## config.mk

```make
export PLATFORM = sky130hd
export DESIGN_NAME = keypad_scan_onehot
export DESIGN_NICKNAME = d
export VERILOG_FILES = /design/src/rtl/keypad_pkg.sv /design/src/rtl/keypad_debounce.sv /design/src/rtl/keypad_scan_onehot.sv
export SDC_FILE = /design/constraint.sdc
export NUM_CORES = 1
export LEC_CHECK = 0
export ABC_AREA = 1
export CAP_MARGIN = 40
export CORE_MARGIN = 3
export CORE_UTILIZATION = 45
export DETAILED_ROUTE_END_ITERATION = 10
export PLACE_DENSITY_LB_ADDON = 0.12
export SYNTH_ARGS = -nofsm -noshare
export SYNTH_HDL_FRONTEND = slang
export SYNTH_SLANG_ARGS = --single-unit
```

## constraint.sdc

```tcl
create_clock -name clk -period 4.51 [get_ports clk]
set_input_delay 0.902 -clock clk [delete_from_list [all_inputs] [get_ports clk]]
set_output_delay 0.902 -clock clk [all_outputs]
set_load 0.02 [all_outputs]
```

## src/rtl/keypad_pkg.sv

```systemverilog
// Shared types for the keypad scanner: matrix geometry, per-frame scan result
// encoding and the index to one-hot key code helper.
package keypad_pkg;

  localparam int ROWS = 4;
  localparam int COLS = 4;
  localparam int KEYS = ROWS * COLS;

  typedef enum logic [1:0] {
    RES_NONE    = 2'd0,
    RES_KEY     = 2'd1,
    RES_INVALID = 2'd2
  } res_kind_e;

  // idx is kept at zero for NONE/INVALID so whole-struct equality compares results
  typedef struct packed {
    res_kind_e  kind;
    logic [3:0] idx;
  } frame_res_t;

  function automatic logic [KEYS-1:0] idx_to_onehot(input logic [3:0] idx);
    logic [KEYS-1:0] code;
    code      = '0;
    code[idx] = 1'b1;
    return code;
  endfunction

endpackage

```

## src/rtl/keypad_debounce.sv

```systemverilog
// Frame-level debounce: turns a stream of per-frame scan results into a stable
// one-hot code with press pulses. Auto-repeat is built only with KEYPAD_REPEAT_EN.
module keypad_debounce
  import keypad_pkg::*;
#(
  parameter int DEBOUNCE_FRAMES = 20,
  parameter int REPEAT_DELAY    = 500,
  parameter int REPEAT_PERIOD   = 100
) (
  input  logic            clk,
  input  logic            rst_n,
  input  logic            frame_stb,
  input  frame_res_t      frame_res,
  output logic [KEYS-1:0] onehot,
  output logic            key_press,
  output logic            key_valid
);

  localparam int MW = $clog2(DEBOUNCE_FRAMES + 1);
  localparam logic [MW-1:0] MATCH_MAX = MW'(DEBOUNCE_FRAMES);

  // Reset as INVALID so the first real frame always starts a fresh run
  localparam frame_res_t RES_RST = '{kind: RES_INVALID, idx: 4'd0};

  frame_res_t      prev_res;
  logic [MW-1:0]   match_cnt, match_nxt;
  logic [KEYS-1:0] code_nxt;
  logic            changed, press_nxt, rep_fire;

  always_comb begin
    match_nxt = match_cnt;
    code_nxt  = onehot;
    if (frame_res.kind == RES_INVALID)
      match_nxt = '0;
    else if (frame_res == prev_res)
      match_nxt = (match_cnt == MATCH_MAX) ? MATCH_MAX : match_cnt + MW'(1);
    else
      match_nxt = MW'(1);
    if (match_nxt == MATCH_MAX)
      code_nxt = (frame_res.kind == RES_KEY) ? idx_to_onehot(frame_res.idx) : '0;
    changed   = (code_nxt != onehot);
    press_nxt = changed && (onehot == '0);
  end

`ifdef KEYPAD_REPEAT_EN
  localparam int RW = $clog2(REPEAT_DELAY + REPEAT_PERIOD + 1);
  localparam logic [RW-1:0] REP_FIRST = RW'(REPEAT_DELAY);
  localparam logic [RW-1:0] REP_WRAP  = RW'(REPEAT_DELAY + REPEAT_PERIOD);

  logic [RW-1:0] rep_cnt, rep_nxt;

  // Counts frames on an unchanged key; folds back to REP_FIRST so it stays bounded
  always_comb begin
    rep_fire = 1'b0;
    rep_nxt  = rep_cnt;
    if (changed || onehot == '0) begin
      rep_nxt = '0;
    end else begin
      rep_nxt = rep_cnt + RW'(1);
      if (rep_nxt == REP_FIRST) begin
        rep_fire = 1'b1;
      end else if (rep_nxt == REP_WRAP) begin
        rep_fire = 1'b1;
        rep_nxt  = REP_FIRST;
      end
    end
  end

  always_ff @(posedge clk or negedge rst_n)
    if (!rst_n)         rep_cnt <= '0;
    else if (frame_stb) rep_cnt <= rep_nxt;
`else
  logic unused_rep;
  assign unused_rep = REPEAT_DELAY[0] ^ REPEAT_PERIOD[0];
  assign rep_fire   = 1'b0;
`endif

  always_ff @(posedge clk or negedge rst_n) begin
    if (!rst_n) begin
      prev_res  <= RES_RST;
      match_cnt <= '0;
      onehot    <= '0;
      key_valid <= 1'b0;
      key_press <= 1'b0;
    end else if (frame_stb) begin
      prev_res  <= frame_res;
      match_cnt <= match_nxt;
      onehot    <= code_nxt;
      key_valid <= (code_nxt != '0);
      key_press <= press_nxt | rep_fire;
    end else begin
      key_press <= 1'b0;
    end
  end

endmodule

```

## src/rtl/keypad_scan_onehot.sv

```systemverilog
// 4x4 active-low keypad scanner: row drive, column synchronizer and per-frame
// hit accumulation feeding keypad_debounce. Optional auto-repeat: KEYPAD_REPEAT_EN.
module keypad_scan_onehot
  import keypad_pkg::*;
#(
  parameter int SCAN_DIV        = 50_000,
  parameter int DEBOUNCE_FRAMES = 20,
  parameter int REPEAT_DELAY    = 500,
  parameter int REPEAT_PERIOD   = 100
) (
  input  logic            clk,
  input  logic            rst_n,
  input  logic [COLS-1:0] col_in,
  output logic [ROWS-1:0] row_out,
  output logic [KEYS-1:0] onehot,
  output logic            key_press,
  output logic            key_valid
);

  localparam int DW = $clog2(SCAN_DIV);
  localparam logic [DW-1:0] DIV_LAST = DW'(SCAN_DIV - 1);

  logic [DW-1:0]   div;
  logic [1:0]      row;
  logic [COLS-1:0] col_s1, col_s2, low;
  logic [1:0]      col_idx;
  logic [2:0]      n_low;
  logic            sample, frame_stb;
  logic            acc_hit, acc_inv, nxt_hit, nxt_inv;
  logic [3:0]      acc_idx, nxt_idx;
  frame_res_t      frame_res;

  assign row_out = ~(ROWS'(1) << row);
  assign low     = ~col_s2;
  assign sample  = (div == DIV_LAST);

  always_comb begin
    col_idx = '0;
    n_low   = '0;
    for (int c = 0; c < COLS; c++)
      if (low[c]) begin
        col_idx = 2'(c);
        n_low   = n_low + 3'd1;
      end
  end

  // Fold this row's sample into the frame; row 3's sample completes the result
  always_comb begin
    nxt_inv   = acc_inv | (n_low > 3'd1) | (n_low == 3'd1 && acc_hit);
    nxt_hit   = acc_hit | (n_low == 3'd1);
    nxt_idx   = (n_low == 3'd1) ? {row, col_idx} : acc_idx;
    frame_stb = sample && (row == 2'(ROWS - 1));
    frame_res = '{kind: RES_NONE, idx: 4'd0};
    if (nxt_inv)      frame_res.kind = RES_INVALID;
    else if (nxt_hit) frame_res = '{kind: RES_KEY, idx: nxt_idx};
  end

  always_ff @(posedge clk or negedge rst_n) begin
    if (!rst_n) begin
      div     <= '0;
      row     <= '0;
      col_s1  <= '1;
      col_s2  <= '1;
      acc_hit <= 1'b0;
      acc_inv <= 1'b0;
      acc_idx <= '0;
    end else begin
      col_s1 <= col_in;
      col_s2 <= col_s1;
      if (sample) begin
        div <= '0;
        row <= row + 2'd1;
        if (frame_stb) begin
          acc_hit <= 1'b0;
          acc_inv <= 1'b0;
          acc_idx <= '0;
        end else begin
          acc_hit <= nxt_hit;
          acc_inv <= nxt_inv;
          acc_idx <= nxt_idx;
        end
      end else begin
        div <= div + DW'(1);
      end
    end
  end

  keypad_debounce #(
    .DEBOUNCE_FRAMES (DEBOUNCE_FRAMES),
    .REPEAT_DELAY    (REPEAT_DELAY),
    .REPEAT_PERIOD   (REPEAT_PERIOD)
  ) u_deb (
    .clk       (clk),
    .rst_n     (rst_n),
    .frame_stb (frame_stb),
    .frame_res (frame_res),
    .onehot    (onehot),
    .key_press (key_press),
    .key_valid (key_valid)
  );

endmodule

```

==> reports/qor.txt, run 1 <==
post-CTS resize count = 0
Post-route DRC = 0
Syn Area/Cell = 7.64 um2
area of the core = 8380 um2
fraction of the cycle the final worst path needs = 90.3%
register-to-register setup slack = 0.44 ns
worst min-delay path startpoint = col_s1[0]
Power Dens Cells = 262 nW/um2
vias per std cell = 5.11
PortBufs = 27
hold violation total from the final report = 0
hold buffer count at cts = 0
relative area change from synthesis to final layout = 15.1%
leakage = 2.17 nW
critical path's top delay family = simple AND/OR/NAND/NOR gates
total grt overflow = 0
number of library cell types mapped by synthesis = 42
HPWL reported at the end of detailed placement = 6870 um
class of the tightest hold or removal check = flop to flop
routed wire length per instance = 13.7 um
post-layout minimum cycle time = 4.07 ns
Syn Inst Count = 518
buffers inserted during post-CTS setup optimization = 0
most frequent CP cell = sky130_fd_sc_hd__nand2_1
horizontal extent of the die = 99.8 um
worst stage delay on the critical path = 0.53 ns
first-pass GRT wire length = 15700 um
TritonCTS clock tree = done
number of buffers on the longest clock path = 2
Hold Worst Slack = 0.355 ns
count of synthesis-stage warnings from yosys = 0
WP data required = 4.75 ns
Post-DRT Antenna Nets = 0
number of DRC markers after the initial detailed-route iteration = 144
r2r endpoint = u_deb.key_valid
status = finished clean
Max Clock Skew = 0.0133 ns
stages on the worst setup path = 24
Final Net Count = 568
share of cells above drive strength 1 = 14.0%
number of cells traversed by the worst register-to-register path = 24
clk sink count = 61
critical-path cell list = inv_1 -> ha_1 -> inv_1 -> nand2_1 -> nand2_2 -> inv_1 -> ha_1 -> or2_1 -> nand2_4 -> nand3_4 -> nor2_8 -> nand2_4 -> nor2_4 -> nand2_1 -> nand2_1 -> nand2_2 -> nor2_8 -> nand4_4 -> a22oi_1 -> nand2_1 -> nor2_1 -> nand2_1 -> nor2_1 -> nor2_1
post-route non-filler standard cell count = 662
root buffer cell = sky130_fd_sc_hd__clkbuf_8
Most used DFF post-synth = sky130_fd_sc_hd__dfrtp_1
Synth Cell Area = 3960 um2
cell with the biggest individual delay on the critical path = sky130_fd_sc_hd__dfstp_2
Placed Instances = 646
sum of routed wire length over all layers = 9070 um
setup repair after global routing missed its margin = false
Hold Path Cell Cnt = 0
largest net degree at the start of global routing = 38
sequential element share of the synthesized area = 38.9%
Antenna Cells = 0
final core utilization = 54.3%
critical-path maximum fanout = 21
number of enable-type register cells in the synthesized netlist = 0
final-report max-slew violation count = 0
VDD IR max = 0.157 mV
iteration count of the initial detailed-routing pass = 4
die footprint = 9960 um2
worst path buffer plus inverter count = 3
Critical Path Sink Type = flop
aggregate negative setup slack = 0 ns
arrival time worst endpoint = 4.31 ns
count of H-tree levels built during CTS = 3
FFs w/ async S/R, synth = 100%
number of global-route vias before repair = 3392
fill cell total of the finished layout = 787
Post-Syn Nets = 534
max-capacitance violation count = 0
routed via count = 3382
worst slew margin relative to its limit = 53.1%
clk slew on worst S/H paths = 0.08 ns
startpoint types = flop
combined global-route utilization of all metal layers = 19.7%
vertical extent of the die = 99.8 um
critical setup path kind = flop to flop
initial antenna violation count = 0
starting density of the core = 47.2%
Setup-failing EPs final = 0
Boundary Pins = 28
clock latency reported for the late side of the worst-skew pair = 0.34 ns
total clock buffers created by CTS = 9
RePlAce Congestion = 0.923
transition time at the pin with the least slew margin = 0.701 ns
flip-flop and latch count after synthesis = 61
FP Rows = 33
Worst Hold Path EP = col_s2[0]
Max Fclk = 246 MHz
startpoint of the most critical register-to-register path = col_s2[1]
==> layout by cell type (no fill, tap or decap), drive strengths merged, types with 2 or more instances in the layout <==
cell type	count
nand4	12
dfrtp	52
o211ai	14
nand3	34
xor2	5
clkbuf	12
inv	98
o22ai	7
ha	10
buf	5
clkinv	4
o21ai	33
nand2	131
a22oi	5
nor4	5
nor2	57
a21oi	9
bufinv	2
nand3b	2
dfstp	9
or2	3
nor3	16
clkdlybuf4s50	26
==> worst register-to-register path, stage by stage (launching register included) <==
cell and delay [ns]:
sky130_fd_sc_hd__dfstp_2 0.53, sky130_fd_sc_hd__inv_1 0.05, sky130_fd_sc_hd__ha_1 0.32, sky130_fd_sc_hd__inv_1 0.07, sky130_fd_sc_hd__nand2_1 0.08, sky130_fd_sc_hd__nand2_2 0.10
sky130_fd_sc_hd__inv_1 0.05, sky130_fd_sc_hd__ha_1 0.26, sky130_fd_sc_hd__or2_1 0.24, sky130_fd_sc_hd__nand2_4 0.11, sky130_fd_sc_hd__nand3_4 0.09, sky130_fd_sc_hd__nor2_8 0.20
sky130_fd_sc_hd__nand2_4 0.13, sky130_fd_sc_hd__nor2_4 0.14, sky130_fd_sc_hd__nand2_1 0.06, sky130_fd_sc_hd__nand2_1 0.08, sky130_fd_sc_hd__nand2_2 0.09, sky130_fd_sc_hd__nor2_8 0.14
sky130_fd_sc_hd__nand4_4 0.37, sky130_fd_sc_hd__a22oi_1 0.38, sky130_fd_sc_hd__nand2_1 0.10, sky130_fd_sc_hd__nor2_1 0.18, sky130_fd_sc_hd__nand2_1 0.08, sky130_fd_sc_hd__nor2_1 0.10
sky130_fd_sc_hd__nor2_1 0.04
==> synth_stat cells (2+ instances only) <==
| library cell | count | area share [%] |
|---|---|---|
| sky130_fd_sc_hd__dfstp_2 | 9 | 6.0 |
| sky130_fd_sc_hd__nor2_8 | 3 | 1.5 |
| sky130_fd_sc_hd__nand3_4 | 3 | 1.3 |
| sky130_fd_sc_hd__dfrtp_1 | 52 | 33 |
| sky130_fd_sc_hd__nand3_1 | 30 | 3.8 |
| sky130_fd_sc_hd__o21ai_1 | 2 | 0.25 |
| sky130_fd_sc_hd__clkbuf_1 | 4 | 0.38 |
| sky130_fd_sc_hd__a21oi_1 | 8 | 1.0 |
| sky130_fd_sc_hd__nand2_2 | 12 | 1.9 |
| sky130_fd_sc_hd__o211ai_1 | 13 | 2.5 |
| sky130_fd_sc_hd__nand4_1 | 11 | 1.7 |
| sky130_fd_sc_hd__clkinv_1 | 3 | 0.28 |
| sky130_fd_sc_hd__inv_2 | 3 | 0.28 |
| sky130_fd_sc_hd__buf_6 | 4 | 1.1 |
| sky130_fd_sc_hd__nor2_1 | 47 | 4.5 |
| sky130_fd_sc_hd__a22oi_1 | 5 | 0.95 |
| sky130_fd_sc_hd__or2_2 | 2 | 0.32 |
| sky130_fd_sc_hd__nor4_1 | 5 | 0.79 |
| sky130_fd_sc_hd__xor2_1 | 5 | 1.1 |
| sky130_fd_sc_hd__inv_1 | 94 | 8.9 |
| sky130_fd_sc_hd__nand3b_1 | 2 | 0.38 |
| sky130_fd_sc_hd__nor2_4 | 6 | 1.7 |
| sky130_fd_sc_hd__o21ai_2 | 3 | 0.66 |
| sky130_fd_sc_hd__o22ai_1 | 7 | 1.1 |
| sky130_fd_sc_hd__nor3_1 | 11 | 1.4 |
| sky130_fd_sc_hd__nor3_2 | 5 | 1.3 |
| sky130_fd_sc_hd__nand2_4 | 6 | 1.7 |
| sky130_fd_sc_hd__o21ai_0 | 28 | 3.5 |
| sky130_fd_sc_hd__ha_1 | 10 | 3.2 |
| sky130_fd_sc_hd__nand2_1 | 113 | 11 |
==> worst max path at each step <==
stage                         start         endpoint  slack [ns]
after CTS                 col_s2[1]  u_deb.key_valid        0.43
after global placement    col_s2[0]  u_deb.key_valid        0.51
after global routing      col_s2[1]  u_deb.key_valid        0.08
after floorplan           col_s2[0]  u_deb.key_valid        1.06
after detailed placement  col_s2[1]  u_deb.key_valid        0.44
final                     col_s2[1]  u_deb.key_valid        0.44
==> layout make-up <==
cell class                      count  area (um2)  area share, %
Clock inverter                      4        72.6           1.59
Timing Repair Buffer               31         308           6.76
Clock buffer                       12         145           3.19
Multi-Input combinational cell    348        1980           43.4
Inverter                          101         384           8.43
Sequential cell                    61        1540           33.8
Tap cell                          105         131           2.88
==> state kept, by name (all words and copies together), names as in the netlist <==
signal           flops
u_deb.key_valid      1
u_deb.onehot        16
col_s1               4
col_s2               4
u_deb.key_press      1
acc_hit              1
row                  2
acc_inv              1
acc_idx              4
div                 16
u_deb.match_cnt      5
u_deb.prev_res       6
==> power by group <==
part	internal, mW	leakage [nW]	switching, mW
sequential	0.554	0.807	0.00249
clock	0.326	0.107	0.221
combinational	0.0273	1.25	0.0621
==> layer usage <==
layer | up-vias | part of all wire (%) | track usage [%]
met4 | 0 | 2.3 | 7.98
met3 | 18 | 4.5 | 4.38
li1 | 1726 | - | -
met5 | - | 0 | 0
met1 | 1569 | 46 | 25.3
met2 | 69 | 47 | 32.2
==> per-stage QoR <==
step | setup slack, ns | instance area, um2 | power, mW
floorplan | 1.06 | 3960 | 0.628
global placement | 0.512 | 4320 | 0.653
detailed placement | 0.439 | 4340 | 0.657
CTS | 0.427 | 4550 | 1.21
global route | 0.0791 | 4550 | 1.24
finish | 0.437 | 4550 | 1.19
==> logic make-up (layout without fill, tap and decap cells) <==
| group | Yosys count | after routing | synth area share [%] |
|---|---|---|---|
| flops | 61 | 61 | 38.9 |
| xor+xnor | 5 | 5 | 1.11 |
| buf+inv | 109 | 148 | 11.2 |
| fa+ha+maj | 10 | 10 | 3.16 |
| simple gates | 260 | 260 | 34.1 |
| compound gates | 73 | 73 | 11.5 |
Power figures use the tool's default switching activity.
==> run 2: changes to the inputs <==
Settings changed: CTS_CLUSTER_SIZE set to 8.
==> results of run 2 <==
Final layout, timing and power as in run 1 (identical DEF).
==> run 3: changes to the inputs <==
Settings changed: CORE_MARGIN 3 to not set.
==> run 3 against run 2 <==
Against the previous run:
- critical endpoint unchanged
- fmax increased by 0.35%
- clock skew decreased by 0.0039 ns
- count of clock-buffer cells in the layout increased by 1
- largest power group unchanged
==> reports/qor.txt, run 3 (same netlist as run 1, synthesis figures left out) <==
status = finished clean
Max Fclk = 246 MHz (+0.35%)
Post-route DRC = 0 (unchanged)
fill cell total of the finished layout = 792 (+0.64%)
number of global-route vias before repair = 3296 (-2.8%)
routed via count = 3403 (+0.62%)
Max Clock Skew = 0.00935 ns (-0.00391 ns)
leakage = 2.17 nW (+0.17%)
Largest regs = div: 16 flops, u_deb.onehot: 16 flops, u_deb.prev_res: 6 flops
Detail Route met2 WL = 4450 um (+3.4%)
number of buffers on the longest clock path = 2 (unchanged)
class of the tightest hold or removal check = flop to flop
critical-path maximum fanout = 10 (-52%)
post-route design area = 4560 um2 (+0.16%)
critical setup path kind = flop to flop
number of DRC markers after the initial detailed-route iteration = 172 (+19%)
cell with the biggest individual delay on the critical path = sky130_fd_sc_hd__dfstp_2
count of H-tree levels built during CTS = 3 (unchanged)
clk slew on worst S/H paths = 0.07 ns (about the same)
relative area change from synthesis to final layout = 15.3%
clock latency reported for the late side of the worst-skew pair = 0.35 ns (about the same)
TritonCTS clock tree = done
commonest non-fill, non-tap cells in the layout = sky130_fd_sc_hd__nand2_1, sky130_fd_sc_hd__inv_1, sky130_fd_sc_hd__dfrtp_1
Hold Path Cell Cnt = 0 (unchanged)
post-layout minimum cycle time = 4.06 ns (-0.0141 ns)
horizontal extent of the die = 95.8 um (-4.0%)
Met3 Routed Length = 596 um (+47%)
Setup-failing EPs final = 0 (unchanged)
Power Dens Cells = 257 nW/um2 (-2.0%)
Routed met1 length = 4080 um (-1.9%)
Worst Hold Path EP = col_s2[2]
VDD IR max = 0.143 mV (-9.3%)
critical-path cell list = inv_1 -> ha_1 -> inv_1 -> nand2_1 -> nand2_2 -> inv_1 -> ha_1 -> or2_1 -> nand2_4 -> nand3_4 -> nor2_8 -> nand2_4 -> inv_6 -> nand2_4 -> nand2_2 -> nand2_2 -> nor2_4 -> nand4_2 -> a21oi_1 -> nand2_1 -> nor2_1 -> nand2_1 -> nor2_1 -> nor2_1
worst min-delay path startpoint = col_s1[2]
routed wire length per instance = 14.1 um (+2.5%)
leading cell type in the layout, fill and taps excluded = sky130_fd_sc_hd__nand2_1
critical path's top delay family = simple AND/OR/NAND/NOR gates
largest net degree at the start of global routing = 37 (-2.6%)
Antenna Cells = 0 (unchanged)
RePlAce Congestion = 0.876 (-5.2%)
iteration count of the initial detailed-routing pass = 4 (unchanged)
setup repair after global routing missed its margin = false
transition time at the pin with the least slew margin = 0.752 ns (+0.0518 ns)
Final Net Count = 569 (+0.18%)
sum of routed wire length over all layers = 9320 um (+2.7%)
FP Rows = 33 (unchanged)
startpoint of the most critical register-to-register path = col_s2[1]
worst path buffer plus inverter count = 4 (+1)
arrival time worst endpoint = 4.31 ns (about the same)
highest routed layer = met4
clk sink count = 61 (unchanged)
initial antenna violation count = 0 (unchanged)
area of the core = 8380 um2 (unchanged)
Worst Setup Slack post-DPL = 0.406 ns (-0.0332 ns)
PortBufs = 27 (unchanged)
total grt overflow = 0 (unchanged)
worst slew margin relative to its limit = 49.7% (-3.5 points)
final-report max-slew violation count = 0 (unchanged)
share of cells above drive strength 1 = 14.3% (+0.33 points)
starting density of the core = 47.2% (unchanged)
WP data required = 4.76 ns (about the same)
Critical Path Sink Type = flop
combined global-route utilization of all metal layers = 23.0% (+3.3 points)
Boundary Pins = 28 (unchanged)
hold violation total from the final report = 0 (unchanged)
startpoint types = flop
HPWL reported at the end of detailed placement = 6970 um (+1.4%)
aggregate negative setup slack = 0 ns (unchanged)
vias per std cell = 5.13 (+0.47%)
number of cells traversed by the worst register-to-register path = 24 (unchanged)
total clock buffers created by CTS = 9 (unchanged)
root buffer cell = sky130_fd_sc_hd__clkbuf_8
fraction of the cycle the final worst path needs = 90.0% (-0.31 points)
area after detailed placement = 4340 um2 (unchanged)
vertical extent of the die = 95.8 um (-4.0%)
max-capacitance violation count = 0 (unchanged)
Hold Worst Slack = 0.350 ns (-0.00541 ns)
Post-DRT Antenna Nets = 0 (unchanged)
r2r endpoint = u_deb.key_valid
worst stage delay on the critical path = 0.53 ns (about the same)
post-CTS resize count = 0 (unchanged)
post-route worst setup slack = 0.451 ns (+0.0141 ns)
register-to-register setup slack = 0.45 ns (about the same)
die footprint = 9170 um2 (-7.9%)
first-pass GRT wire length = 15700 um (unchanged)
stages on the worst setup path = 24 (unchanged)
run 3: cell count changes in the layout (fill, tap and decap cells not counted):
| cell | before | now |
|---|---|---|
| sky130_fd_sc_hd__clkinv_4 | 0 | 1 |
| sky130_fd_sc_hd__clkinvlp_4 | 1 | 0 |
| sky130_fd_sc_hd__nand4_2 | 0 | 1 |
| sky130_fd_sc_hd__bufinv_16 | 2 | 1 |
| sky130_fd_sc_hd__clkbuf_8 | 10 | 12 |
| sky130_fd_sc_hd__clkbuf_1 | 2 | 1 |
run 3: area by class of cell:
| cell class | count | area, um2 | area share (%) |
|---|---|---|---|
| Multi-Input combinational cell | 349 | 1990 | 43.6 |
| Sequential cell | 61 | 1540 | 33.7 |
| Inverter | 101 | 384 | 8.42 |
| Timing Repair Buffer | 31 | 308 | 6.75 |
| Clock buffer | 13 | 169 | 3.70 |
| Tap cell | 105 | 131 | 2.88 |
| Clock inverter | 3 | 43.8 | 0.960 |
run 3: timing repair:
item	in CTS	in global routing
setup buffers	0	0
hold buffers	0	0
setup endpoints to repair	0	1
run 3: worst register-to-register path: cells and delay by family, from the launching register on:
family,cells,cell delay [ns]
AO/OA/AOI/OAI,1,0.33
AND/OR/NAND/NOR,17,2.22
adder cells (fa/ha/maj),2,0.57
flip-flops,1,0.53
buffers and inverters,4,0.29
run 3: how the worst max path moves through the flow:
stage                    from              end  slack [ns]
floorplan           col_s2[0]  u_deb.key_valid        1.06
detailed placement  col_s2[1]  u_deb.key_valid        0.41
finish              col_s2[1]  u_deb.key_valid        0.45
CTS                 col_s2[1]  u_deb.key_valid        0.39
global route        col_s2[1]  u_deb.key_press        0.11
global placement    col_s2[0]  u_deb.key_valid        0.50
run 3: power by group:
group | internal, mW | switching, mW | leakage (nW)
Clock | 0.301 | 0.221 | 0.110
Sequential | 0.554 | 0.00260 | 0.807
Combinational | 0.0274 | 0.0654 | 1.25
run 3: through the flow:
| step | utilization [%] | power (mW) | cells |
|---|---|---|---|
| 2_1_floorplan | - | 0.628 | 518 |
| 3_3_place_gp | 51.5 | 0.653 | 645 |
| 3_5_place_dp | 51.7 | 0.658 | 646 |
| 4_1_cts | 54.3 | 1.19 | 662 |
| 5_1_grt | 54.4 | 1.22 | 663 |
| 6_report | 54.4 | 1.17 | 663 |
run 3: per-layer routing:
layer / vias up / track usage, %
met3: 20 / 6.64
met2: 84 / 37.6
met1: 1567 / 28.7
li1: 1732 / -
met4: 0 / 8.83
met5: - / 0
